**config.mk**
```make
export PLATFORM = sky130hd
export DESIGN_NAME = strassen_sequencer_flat
export DESIGN_NICKNAME = d
export VERILOG_FILES = /design/src/rtl/strassen_sequencer_if.sv /design/src/rtl/strassen_sequencer.sv /design/src/flat_wrapper.sv
export SDC_FILE = /design/constraint.sdc
export NUM_CORES = 1
export LEC_CHECK = 0
export ABC_CLOCK_PERIOD_IN_PS = 5200
export CORE_ASPECT_RATIO = 0.5
export CORE_MARGIN = 2
export CORE_UTILIZATION = 52
export DETAILED_ROUTE_END_ITERATION = 10
export GPL_TIMING_DRIVEN = 0
export PLACE_DENSITY = 0.84
export RECOVER_POWER = 100
export SLEW_MARGIN = 25
export SYNTH_ARGS = -nofsm -noshare
export SYNTH_HDL_FRONTEND = slang
export SYNTH_SLANG_ARGS = --single-unit
```
**constraint.sdc**
```tcl
create_clock -name clk -period 5.2 [get_ports clk]
set_input_delay 0.52 -clock clk [delete_from_list [all_inputs] [get_ports clk]]
set_output_delay 0.52 -clock clk [all_outputs]
set_load 0.01 [all_outputs]
```
**src/rtl/strassen_sequencer_if.sv**
```systemverilog
// Handshake and control bundle between the Strassen sequencer and its datapath/consumer.
// master: the sequencer; slave: the side that issues jobs and consumes control.
interface strassen_sequencer_if #(
  parameter int unsigned CNT_W = 16
);
  logic             start;
  logic             abort;
  logic             result_ready;
  logic             busy;
  logic             result_valid;
  logic [1:0]       alu1Op;
  logic [1:0]       alu2Op;
  logic [1:0]       alu3Op;
  logic [1:0]       alu4Op;
  logic [1:0]       alu5Op;
  logic [1:0]       alu6Op;
  logic [1:0]       alu7Op;
  logic             mux2Sel;
  logic [1:0]       mux3Sel;
  logic [1:0]       mux4Sel;
  logic             memWe;
  logic             memMuxCtrl;
  logic [CNT_W-1:0] job_count;

  modport master (
    input  start, abort, result_ready,
    output busy, result_valid,
    output alu1Op, alu2Op, alu3Op, alu4Op, alu5Op, alu6Op, alu7Op,
    output mux2Sel, mux3Sel, mux4Sel, memWe, memMuxCtrl, job_count
  );

  modport slave (
    output start, abort, result_ready,
    input  busy, result_valid,
    input  alu1Op, alu2Op, alu3Op, alu4Op, alu5Op, alu6Op, alu7Op,
    input  mux2Sel, mux3Sel, mux4Sel, memWe, memMuxCtrl, job_count
  );
endinterface

```
**src/rtl/strassen_sequencer.sv**
```systemverilog
// Job-based control sequencer for the 2x2 Strassen datapath: SUM -> MUL (stalled) -> COMB ->
// two C-storage writes -> DONE. All control outputs are registered decodes of the next state.
module strassen_sequencer #(
  parameter int unsigned PROD_CYCLES = 1,
  parameter int unsigned CNT_W       = 16
) (
  input logic                  clk,
  input logic                  reset,
  strassen_sequencer_if.master bus
);

  localparam logic [1:0] OpAdd  = 2'b00;
  localparam logic [1:0] OpSub  = 2'b01;
  localparam logic [1:0] OpMul  = 2'b10;
  localparam logic [1:0] OpPass = 2'b11;

  localparam logic [3:0] StallLoad = 4'(PROD_CYCLES - 1);

  typedef enum logic [2:0] {
    StIdle,
    StSum,
    StMul,
    StComb,
    StWr0,
    StWr1,
    StDone
  } state_e;

  typedef struct packed {
    logic             busy;
    logic             result_valid;
    logic [1:7][1:0]  ops;
    logic             mux2_sel;
    logic [1:0]       mux3_sel;
    logic [1:0]       mux4_sel;
    logic             mem_we;
    logic             mem_mux_ctrl;
  } ctrl_t;

  state_e           state_q, state_d;
  logic [3:0]       stall_q, stall_d;
  logic [CNT_W-1:0] job_q, job_d;
  ctrl_t            ctrl_q;

  function automatic ctrl_t decode(input state_e st);
    ctrl_t c;
    c = '0;
    case (st)
      StSum: begin
        c.busy = 1'b1;
        c.ops  = {OpAdd, OpAdd, OpSub, OpSub, OpAdd, OpSub, OpSub};
      end
      StMul: begin
        c.busy     = 1'b1;
        c.ops      = {7{OpMul}};
        c.mux2_sel = 1'b1;
        c.mux3_sel = 2'd1;
        c.mux4_sel = 2'd1;
      end
      StComb: begin
        c.busy     = 1'b1;
        c.ops      = {OpAdd, OpAdd, OpPass, OpPass, OpSub, OpAdd, OpAdd};
        c.mux2_sel = 1'b1;
        c.mux3_sel = 2'd2;
        c.mux4_sel = 2'd2;
      end
      StWr0, StWr1: begin
        // Selects stay at their COMB values so the M-register paths are stable during writes.
        c.busy         = 1'b1;
        c.ops          = {7{OpPass}};
        c.mux2_sel     = 1'b1;
        c.mux3_sel     = 2'd2;
        c.mux4_sel     = 2'd2;
        c.mem_we       = 1'b1;
        c.mem_mux_ctrl = (st == StWr0);
      end
      StDone: c.result_valid = 1'b1;
      default: ;
    endcase
    return c;
  endfunction

  always_comb begin
    state_d = state_q;
    stall_d = stall_q;
    job_d   = job_q;
    case (state_q)
      StIdle: begin
        if (bus.start && !bus.abort) state_d = StSum;
      end
      StSum: begin
        if (bus.abort) begin
          state_d = StIdle;
        end else begin
          state_d = StMul;
          stall_d = StallLoad;
        end
      end
      StMul: begin
        if (bus.abort) begin
          state_d = StIdle;
        end else if (stall_q == 4'd0) begin
          state_d = StComb;
        end else begin
          stall_d = stall_q - 4'd1;
        end
      end
      StComb: state_d = bus.abort ? StIdle : StWr0;
      // Abort here still lets the current WR0 write land; only WR1 is skipped.
      StWr0:  state_d = bus.abort ? StIdle : StWr1;
      StWr1: begin
        state_d = StDone;
        job_d   = job_q + {{(CNT_W-1){1'b0}}, 1'b1};
      end
      StDone: begin
        if (bus.result_ready) state_d = (bus.start && !bus.abort) ? StSum : StIdle;
      end
      default: state_d = StIdle;
    endcase
  end

  always_ff @(posedge clk or posedge reset) begin
    if (reset) begin
      state_q <= StIdle;
      stall_q <= 4'd0;
      job_q   <= '0;
      ctrl_q  <= '0;
    end else begin
      state_q <= state_d;
      stall_q <= stall_d;
      job_q   <= job_d;
      ctrl_q  <= decode(state_d);
    end
  end

  assign bus.busy         = ctrl_q.busy;
  assign bus.result_valid = ctrl_q.result_valid;
  assign bus.alu1Op       = ctrl_q.ops[1];
  assign bus.alu2Op       = ctrl_q.ops[2];
  assign bus.alu3Op       = ctrl_q.ops[3];
  assign bus.alu4Op       = ctrl_q.ops[4];
  assign bus.alu5Op       = ctrl_q.ops[5];
  assign bus.alu6Op       = ctrl_q.ops[6];
  assign bus.alu7Op       = ctrl_q.ops[7];
  assign bus.mux2Sel      = ctrl_q.mux2_sel;
  assign bus.mux3Sel      = ctrl_q.mux3_sel;
  assign bus.mux4Sel      = ctrl_q.mux4_sel;
  assign bus.memWe        = ctrl_q.mem_we;
  assign bus.memMuxCtrl   = ctrl_q.mem_mux_ctrl;
  assign bus.job_count    = job_q;

endmodule

```
**src/flat_wrapper.sv**
```systemverilog
// flat-port wrapper written by rule: the top's interface ports become plain ports
module strassen_sequencer_flat 
#(
  parameter int unsigned PROD_CYCLES = 1,
  parameter int unsigned CNT_W       = 16
)
  (clk, reset, bus_start, bus_abort, bus_result_ready, bus_busy, bus_result_valid, bus_alu1Op, bus_alu2Op, bus_alu3Op, bus_alu4Op, bus_alu5Op, bus_alu6Op, bus_alu7Op, bus_mux2Sel, bus_mux3Sel, bus_mux4Sel, bus_memWe, bus_memMuxCtrl, bus_job_count);
  strassen_sequencer_if #(.CNT_W(CNT_W)) bus_i ();
  input logic clk;
  input logic reset;
  input wire logic [$bits(bus_i.start)-1:0] bus_start;
  input wire logic [$bits(bus_i.abort)-1:0] bus_abort;
  input wire logic [$bits(bus_i.result_ready)-1:0] bus_result_ready;
  output wire logic [$bits(bus_i.busy)-1:0] bus_busy;
  output wire logic [$bits(bus_i.result_valid)-1:0] bus_result_valid;
  output wire logic [$bits(bus_i.alu1Op)-1:0] bus_alu1Op;
  output wire logic [$bits(bus_i.alu2Op)-1:0] bus_alu2Op;
  output wire logic [$bits(bus_i.alu3Op)-1:0] bus_alu3Op;
  output wire logic [$bits(bus_i.alu4Op)-1:0] bus_alu4Op;
  output wire logic [$bits(bus_i.alu5Op)-1:0] bus_alu5Op;
  output wire logic [$bits(bus_i.alu6Op)-1:0] bus_alu6Op;
  output wire logic [$bits(bus_i.alu7Op)-1:0] bus_alu7Op;
  output wire logic [$bits(bus_i.mux2Sel)-1:0] bus_mux2Sel;
  output wire logic [$bits(bus_i.mux3Sel)-1:0] bus_mux3Sel;
  output wire logic [$bits(bus_i.mux4Sel)-1:0] bus_mux4Sel;
  output wire logic [$bits(bus_i.memWe)-1:0] bus_memWe;
  output wire logic [$bits(bus_i.memMuxCtrl)-1:0] bus_memMuxCtrl;
  output wire logic [$bits(bus_i.job_count)-1:0] bus_job_count;
  assign bus_i.start = bus_start;
  assign bus_i.abort = bus_abort;
  assign bus_i.result_ready = bus_result_ready;
  assign bus_busy = bus_i.busy;
  assign bus_result_valid = bus_i.result_valid;
  assign bus_alu1Op = bus_i.alu1Op;
  assign bus_alu2Op = bus_i.alu2Op;
  assign bus_alu3Op = bus_i.alu3Op;
  assign bus_alu4Op = bus_i.alu4Op;
  assign bus_alu5Op = bus_i.alu5Op;
  assign bus_alu6Op = bus_i.alu6Op;
  assign bus_alu7Op = bus_i.alu7Op;
  assign bus_mux2Sel = bus_i.mux2Sel;
  assign bus_mux3Sel = bus_i.mux3Sel;
  assign bus_mux4Sel = bus_i.mux4Sel;
  assign bus_memWe = bus_i.memWe;
  assign bus_memMuxCtrl = bus_i.memMuxCtrl;
  assign bus_job_count = bus_i.job_count;
  strassen_sequencer #(.PROD_CYCLES(PROD_CYCLES), .CNT_W(CNT_W)) u_core (.clk(clk), .reset(reset), .bus(bus_i));
endmodule
```
==> flow_metrics.tcl <==
set metrics [dict create \
    status "finished clean" \
    dieArea_sq_mm 0.00377 \
    drtIter0Drc 85 \
    syn_nets 165 \
    setup_viol 0 \
    synth_top_area_cell "dfrtp_1" \
    relSlewSlack_pct 11.4 \
    fin_crit_ps 2230 \
    syn_inst 157 \
    cts_setup_buffers 0 \
    finalWirelength_um 3490 \
    drive_gt1_share_pct 12.0 \
    end_kind "flip-flop" \
    swShare_pct 31.2 \
    htreeDepth 2 \
    worst_setup_path_start_kind "primary input" \
    die_h_um 44.4 \
    power_frac_clock_pct 26.1 \
    vias 1284 \
    synthTopCellsByArea "dfrtp_1, xnor2_1, buf_4" \
    finalHoldViolations 0 \
    fin_crit_sh_pct 42.8 \
    fin_area_sq_mm 0.00229 \
    tightestPinTransition_ps 1330 \
    cp.arrival_ps 2390 \
    postCtsResizedCells 0 \
    avgSynthCellArea_sq_um 10.8 \
    place_hpwl_um 2430 \
    combPwrFrac_pct 36.4 \
    power_frac_seq_pct 37.4 \
    root_buffer "clkbuf_8" \
    cts_sinks 35 \
    tns_ps 0 \
    yosysUniqueCellTypes 44 \
    clk_latency_ps 290 \
    switchingPower_mw 0.305 \
    skew_ps 6.53 \
    clock.fmax_mhz 449 \
    cp_max_fo 10 \
    io_buffers 43 \
    netlist_area_sq_mm 0.00170 \
    cts_buffer_depth 2 \
    critPathKind "primary input to flip-flop" \
    slew_violations 0 \
    nets 215 \
    rsz0062_at_grt "false" \
    p_leak_nw 1.16 \
    yosysWarnings 0 \
    drc 0 \
    power.density_mw_per_mm2 426 \
    ys_ff_latch 35 \
    place_area_sq_mm 0.00218 \
    ctsHoldBuffers 0 \
    n_antenna_cell 0 \
    grt_max_degree 36 \
    coreArea_sq_mm 0.00307 \
    hold_class "flip-flop to flip-flop" \
    wl_per_cell_um 14.1 \
    routabilityCongestion 0.824 \
    start_util_pct 55.5 \
    async_reset_ff_share_pct 100 \
    routed_via_density 5.18 \
    detail-route-antenna-nets 0 \
    grt_pass1_vias 1140 \
    grt_usage_pct 19.7 \
    synth-main-ff-cell "dfrtp_1" \
    required_ps 5370 \
    cts_tree "yes" \
    numCtsBuffers 5 \
    synth_seq_area_share_pct 51.5 \
    io_pins 44 \
    drtPass1Iterations 4 \
    grt_pass1_wl_um 5460 \
    p_int_mw 0.673 \
    irDropWorstVdd_uv 221 \
    die_w_um 84.9 \
    synth_edf_count 0 \
    power_mw 0.978 \
    rows 14 \
    cap_violations 0 \
    clk_pin_slew_ps 70 \
    antenna_found_initial 0 \
    area_delta_synth_final_pct 35.0 \
    grt-ovfl-total 0 \
    synth_top_area_share_pct 51.5 \
]
[state kept, by name, indices dropped and copies added (netlist names), 2 cells and up]
register and flops:
u_core.bus.alu1Op 2, u_core.bus.alu3Op 2, u_core.bus.job_count 16, u_core.bus.mux3Sel 2, u_core.stall_q 4, u_core.state_q 3
[worst paths after layout]
| kind | depth (start not counted) | start | to | slack [ps] |
|---|---|---|---|---|
| worst max register to register | 5 | u_core.state_q[0]$_DFF_PP0_ | u_core.stall_q[0]$_DFFE_PP0P_ | 2990 |
| worst min register to register | 1 | u_core.bus.job_count[15]$_DFFE_PP0N_ | u_core.bus.job_count[15]$_DFFE_PP0N_ | 490 |
| min in group asynchronous | 2 | reset | u_core.bus.job_count[13]$_DFFE_PP0N_ | 1050 |
| worst max-delay path | 5 | bus_abort | u_core.stall_q[0]$_DFFE_PP0P_ | 2970 |
| max in group asynchronous | 2 | reset | u_core.state_q[1]$_DFF_PP0_ | 3360 |
| worst min-delay path | 1 | u_core.bus.job_count[15]$_DFFE_PP0N_ | u_core.bus.job_count[15]$_DFFE_PP0N_ | 490 |
[power by group through the flow]
stage          Clock (mW)  Sequential (mW)  Combinational [mW]
3_5_place_dp            0            0.371               0.384
3_3_place_gp            0            0.369               0.372
6_report            0.255            0.366               0.356
5_1_grt             0.273            0.373               0.386
4_1_cts             0.258            0.368               0.388
2_1_floorplan           0            0.381               0.201
[per-layer routing]
metal | up-vias | global-route usage [%] | share of wire [%]
li1 | 628 | - | -
met1 | 613 | 25.0 | 44
met2 | 38 | 32.6 | 50
met3 | 5 | 5.78 | 4.5
met4 | 0 | 8.57 | 1.3
met5 | - | 0 | 0
[layout make-up]
| type | count | area (sq um) |
|---|---|---|
| Fill cell | 211 | 771 |
| Timing Repair Buffer | 43 | 430 |
| Clock buffer | 6 | 82.6 |
| Clock inverter | 2 | 35.0 |
| Inverter | 8 | 30.0 |
| Sequential cell | 35 | 876 |
| Buffer | 17 | 106 |
| Tap cell | 40 | 50.0 |
| Multi-Input combinational cell | 97 | 684 |
[synth_stat cells (2+ instances only)]
| library cell | number |
|---|---|
| nor2b_1 | 4 |
| xnor2_1 | 13 |
| xor2_1 | 3 |
| a21oi_1 | 3 |
| nor3_1 | 6 |
| ha_1 | 3 |
| buf_4 | 12 |
| nand3_1 | 10 |
| nand4_1 | 4 |
| mux2i_1 | 2 |
| and2_1 | 2 |
| nor2_1 | 6 |
| nand2_1 | 10 |
| clkbuf_1 | 4 |
| mux2_1 | 2 |
| inv_1 | 8 |
| dfrtp_1 | 35 |
| nand2b_1 | 4 |
[logic make-up after synthesis]
kind of cell             count (synthesis)  share of synthesized area, %
AND/OR/NAND/NOR                         60                          20.5
adder cells (fa/ha/maj)                  3                          2.21
buffers and inverters                   25                          8.24
AO/OA/AOI/OAI                           13                          6.11
flip-flops                              35                          51.5
multiplexers                             5                          3.16
XOR/XNOR                                16                          8.24
[stage by stage]
stage               utilization (%)  hold WS, ps  instances  worst slack (ps)
floorplan                         -          488        157              3240
global placement               71.1          463        240              2890
detailed placement             71.1          486        240              2830
CTS                            75.0          499        248              3080
global route                   74.9          515        248              2880
finish                         74.9          487        248              2970
[worst max-delay path: stages]
cell	delay [ps]
dlygate4sd3_1	580
clkbuf_1	270
nor3_1	570
nand2_4	130
mux2_1	330
[cells in the final DEF (no fill, tap or decap), types with 2 or more instances in the layout]
cell / Yosys / final
nor3_1: 6 / 6
nand3_1: 10 / 10
nand2_1: 10 / 10
mux2_1: 2 / 2
inv_1: 8 / 8
clkbuf_8: 0 / 6
ha_1: 3 / 3
nand2b_1: 4 / 4
nor2b_1: 4 / 4
dfrtp_1: 35 / 35
dlygate4sd3_1: 0 / 41
nor2_1: 6 / 6
buf_4: 12 / 11
clkbuf_1: 4 / 5
xnor2_1: 13 / 13
clkdlybuf4s50_1: 0 / 2
mux2i_1: 2 / 2
a21oi_1: 3 / 3
nand4_1: 4 / 4
xor2_1: 3 / 3
No activity file was read; power rests on OpenSTA's default activity.
